[src/rtl/instr_mem_loader.sv]
// rtl/instr_mem_loader.sv - streams program bytes into instruction memory, pads to a word boundary, holds the CPU until loaded
module instr_mem_loader #(
  parameter int ADDRESS_WIDTH  = 32,
  parameter int DATA_WIDTH     = 8,
  parameter int MEM_ADDR_WIDTH = 12
) (
  input  logic                     clk,
  input  logic                     rst,
  input  logic                     start,
  input  logic [DATA_WIDTH-1:0]    byte_in,
  input  logic                     byte_valid,
  input  logic                     byte_last,
  output logic                     byte_ready,
  output logic                     WE,
  output logic [ADDRESS_WIDTH-1:0] A,
  output logic [DATA_WIDTH-1:0]    WD,
  output logic                     cpu_hold,
  output logic                     done,
  output logic                     err
);

  typedef enum logic [2:0] {IDLE, LOAD, PAD, DONE, ERR} state_t;

  localparam logic [MEM_ADDR_WIDTH-1:0] CNT_ONE = {{(MEM_ADDR_WIDTH-1){1'b0}}, 1'b1};
  localparam logic [MEM_ADDR_WIDTH-1:0] CNT_MAX = '1;

  state_t                    state, state_next;
  logic [MEM_ADDR_WIDTH-1:0] cnt, cnt_inc;
  logic                      wr, cnt_clr;
  logic [DATA_WIDTH-1:0]     wr_data;

  assign cnt_inc = cnt + CNT_ONE;

  always_ff @(posedge clk or posedge rst) begin
    if (rst) state <= IDLE;
    else     state <= state_next;
  end

  always_comb begin
    state_next = state;
    wr         = 1'b0;
    wr_data    = '0;
    cnt_clr    = 1'b0;
    case (state)
      IDLE, DONE, ERR: begin
        if (start) begin
          cnt_clr    = 1'b1;
          state_next = LOAD;
        end
      end
      LOAD: begin
        if (byte_valid) begin
          wr      = 1'b1;
          wr_data = byte_in;
          // the last byte at the top address wraps cnt_inc to 0, so it lands in DONE
          if (byte_last)
            state_next = (cnt_inc[1:0] == 2'b00) ? DONE : PAD;
          else if (cnt == CNT_MAX)
            state_next = ERR;
        end
      end
      PAD: begin
        wr = 1'b1;
        if (cnt_inc[1:0] == 2'b00) state_next = DONE;
      end
      default: state_next = IDLE;
    endcase
  end

  always_ff @(posedge clk or posedge rst) begin
    if (rst) begin
      cnt <= '0;
      WE  <= 1'b0;
      A   <= '0;
      WD  <= '0;
    end else begin
      WE <= wr;
      if (cnt_clr) begin
        cnt <= '0;
      end else if (wr) begin
        cnt <= cnt_inc;
        A   <= ADDRESS_WIDTH'(cnt);
        WD  <= wr_data;
      end
    end
  end

  // DONE is entered on the edge that launches the final write; done waits for that pulse to retire
  assign done       = (state == DONE) && !WE;
  assign cpu_hold   = !done;
  assign err        = (state == ERR);
  assign byte_ready = (state == LOAD);

endmodule

[config.mk]
export PLATFORM = sky130hd
export DESIGN_NAME = instr_mem_loader
export DESIGN_NICKNAME = d
export VERILOG_FILES = /design/src/rtl/instr_mem_loader.sv
export SDC_FILE = /design/constraint.sdc
export NUM_CORES = 1
export LEC_CHECK = 0
export CAP_MARGIN = 5
export CORE_ASPECT_RATIO = 1.75
export CORE_UTILIZATION = 46
export DETAILED_ROUTE_END_ITERATION = 16
export PLACE_DENSITY = 0.8
export SLEW_MARGIN = 20
export SYNTH_ARGS = -nofsm -noshare
export SYNTH_HDL_FRONTEND = slang
export SYNTH_SLANG_ARGS = --single-unit
[constraint.sdc]
create_clock -name clk -period 1.9 [get_ports clk]
set_input_delay 0.38 -clock clk [delete_from_list [all_inputs] [get_ports clk]]
set_output_delay 0.38 -clock clk [all_outputs]
set_load 0.005 [all_outputs]
==> reports/results.txt <==
run status: completed
Worst Slack Setup Final: 34.5 ps
first-pass detailed-route iteration total: 4
Syn Area/Cell: 11.0 um^2
clock sinks: 36
port bufs: 37
synthesized area: 1810 um^2
Least-Margin Pin Slew: 501 ps
post-synthesis cell type count: 40
Clock power frac: 0.189
residual DRC count: 0
pwr dens: 1220 nW/um^2
CTS max path bufs: 2
Initial Util: 0.489
synth warn: 0
Synth top area share: 0.498
register area share after synthesis: 0.498
fmax: 536 MHz
Core ar.: 3700 um^2
Static Leak: 1.17 nW
GRT Util Overall: 0.200
Psw: 0.971 mW
Die Y: 85.0 um
crit path time final: 1870 ps
first-pass GRT wire length: 6.19 mm
Crit Path Class: reg -> out
post-synthesis register bit count: 36
FP Rows: 29
WL/cell: 14.3 um
switching share of power: 0.331
Sequential Power Share: 0.368
clk slew on worst S/H paths: 70 ps
Synth area leaders: dfrtp_1 50%, buf_4 8.7%, mux2_2 7.5%
final instance area: 2400 um^2
ANT cells: 0
CP Data Required Time: 1520 ps
Layout area overhead: 32.8%
Max-cap violations: 0
H-tree levels: 2
Placer Congestion: 0.785
clk_lat worst skew: 290 ps
Tcrit/Tclk final: 0.982
Antenna Nets Post-Route: 0
largest net degree at the start of global routing: 37
CTS Hold Bufs: 0
via count: 1397
I/O pin count: 58
Gate Count Post-Synth: 164
Pins Over Slew Limit: 0
Die ar.: 4200 um^2
area leader, netlist: dfrtp_1
CTS buffer count: 5
Tot Pwr: 2.93 mW
CTS tree: yes
Gate power share: 0.443
DP Area: 2260 um^2
crit path DAT: 1490 ps
worst-path maximum fanout: 3
internal power: 1.96 mW
total grt overflow: 0
pre-CTS setup slack: -5.83 ps
Rel. slew slack: 0.664
initial antenna violation count: 0
sum of negative setup slack: 0 ps
Fillers: 306
CTS root buf: clkbuf_8
share of layout cells above drive strength 1: 0.226
routed vias/inst: 5.23
Hold WC Path Type: in -> async
vias in the first global route: 1344
Post-DP HPWL: 2.69 mm
utilization after layout: 0.649
Die W: 49.4 um
Worst IR Drop VDD: 0.000971 V
critical path endpoint category: output pin
total routed wirelength: 3.83 mm
Setup crit start kind: register
DRT iter0 DRCs: 22
Setup violations, final: 0
Final Skew: 8.71 ps
Total Nets Final: 235
Hold Fails Final Rpt: 0
-- cells by family after synthesis --
logic type	synth area share
simple gates	0.142
flops	0.498
compound gates	0.126
buf+inv	0.109
mux	0.0802
xor+xnor	0.0290
fa+ha+maj	0.0138
other cells	0.00207
-- worst paths after layout --
kind                            slack [ps]  cells past startpoint                 end                 start
worst max-delay path                    30                      5                done  state[0]$_DFFE_PP0P_
worst min-delay path                   470                      3   WD[0]$_DFFE_PP0P_                   rst
worst max register to register          60                      6    A[4]$_DFFE_PP0P_  state[0]$_DFFE_PP0P_
worst min register to register         500                      1   WD[3]$_DFFE_PP0P_     WD[3]$_DFFE_PP0P_
max in group asynchronous             1090                      3  cnt[3]$_DFFE_PP0P_                   rst
min in group clk                       500                      1   WD[3]$_DFFE_PP0P_     WD[3]$_DFFE_PP0P_
-- Yosys cell counts --
cell type and count:
a21oi_1 5, a22o_1 8, and2_1 1, and3_1 3, and3b_1 1, and4_1 1, and4bb_2 1, buf_2 4
buf_4 21, clkbuf_1 2, conb_1 1, dfrtp_1 36, ha_1 2, inv_1 3, mux2_2 12, mux2i_1 1
nand2_1 7, nand2b_1 4, nand3_1 4, nand4_1 2, nand4b_1 1, nor2_1 11, nor2_2 1, nor2b_1 2
nor3_1 1, nor3b_1 1, nor3b_4 1, nor4_1 1, o2111ai_1 2, o211ai_1 4, o21ai_0 4, o21ai_1 1
o21ai_2 1, o221a_2 1, o22a_1 1, o22ai_1 1, o31ai_1 2, o32a_1 1, or3_1 2, xor2_1 6
-- power groups by stage --
stage	clock, mW	combinational, mW	sequential, mW
final	0.554	1.30	1.08
after global routing	0.604	1.41	1.10
after global placement	0	1.19	1.08
after CTS	0.571	1.28	1.08
after detailed placement	0	1.22	1.09
after floorplan	0	0.665	1.05
-- layout by cell type (no fill, tap or decap), drive strengths merged, types with 5 or more instances in the layout --
| cell | netlist | routed |
|---|---|---|
| buf | 25 | 20 |
| conb | 1 | 20 |
| mux2 | 12 | 12 |
| nor2 | 12 | 12 |
| xor2 | 6 | 6 |
| clkbuf | 2 | 6 |
| dfrtp | 36 | 36 |
| a21oi | 5 | 5 |
| a22o | 8 | 8 |
| clkdlybuf4s50 | 0 | 33 |
| nand2 | 7 | 7 |
| o21ai | 6 | 6 |
-- state kept, by name, summed over array words and instances, names as in the netlist --
| name | flops |
|---|---|
| cnt | 12 |
| WD | 8 |
| WE | 1 |
| A | 12 |
| state | 3 |
-- metal layers --
layer  share of wire  up-vias  global-route usage
met2            0.55       49               0.337
met1            0.39      682               0.222
met5               0        -                   0
met3           0.044        7              0.0538
li1                -      659                   -
met4           0.023        0               0.114
-- timing repair --
item / in CTS / in global routing
buffers inserted: 3 / 1
pin swaps: 0 / 1
endpoints found under the setup margin: 4 / 3
gates resized for setup: 6 / 5
-- layout make-up --
cell class,count,area [um^2],area share
Timing Repair Buffer,57,539,0.224
Sequential cell,36,903,0.376
Clock inverter,2,10.0,0.00417
Inverter,3,11.3,0.00469
Clock buffer,6,82.6,0.0344
Multi-Input combinational cell,117,798,0.332
Tap cell,46,57.6,0.0240
-- stage by stage --
step	instances	hold slack, ps
after floorplan	183	468
after global placement	255	481
after detailed placement	255	481
after CTS	266	502
after global routing	267	521
final	267	474
-- worst max-delay path: stages (launching register included) --
cell	delay [ps]
dfrtp_2	440
buf_4	150
and3b_2	200
nand2b_1	100
inv_1	50
dlygate4sd2_1	260
Note: power is estimated with default switching activity, not from simulation.
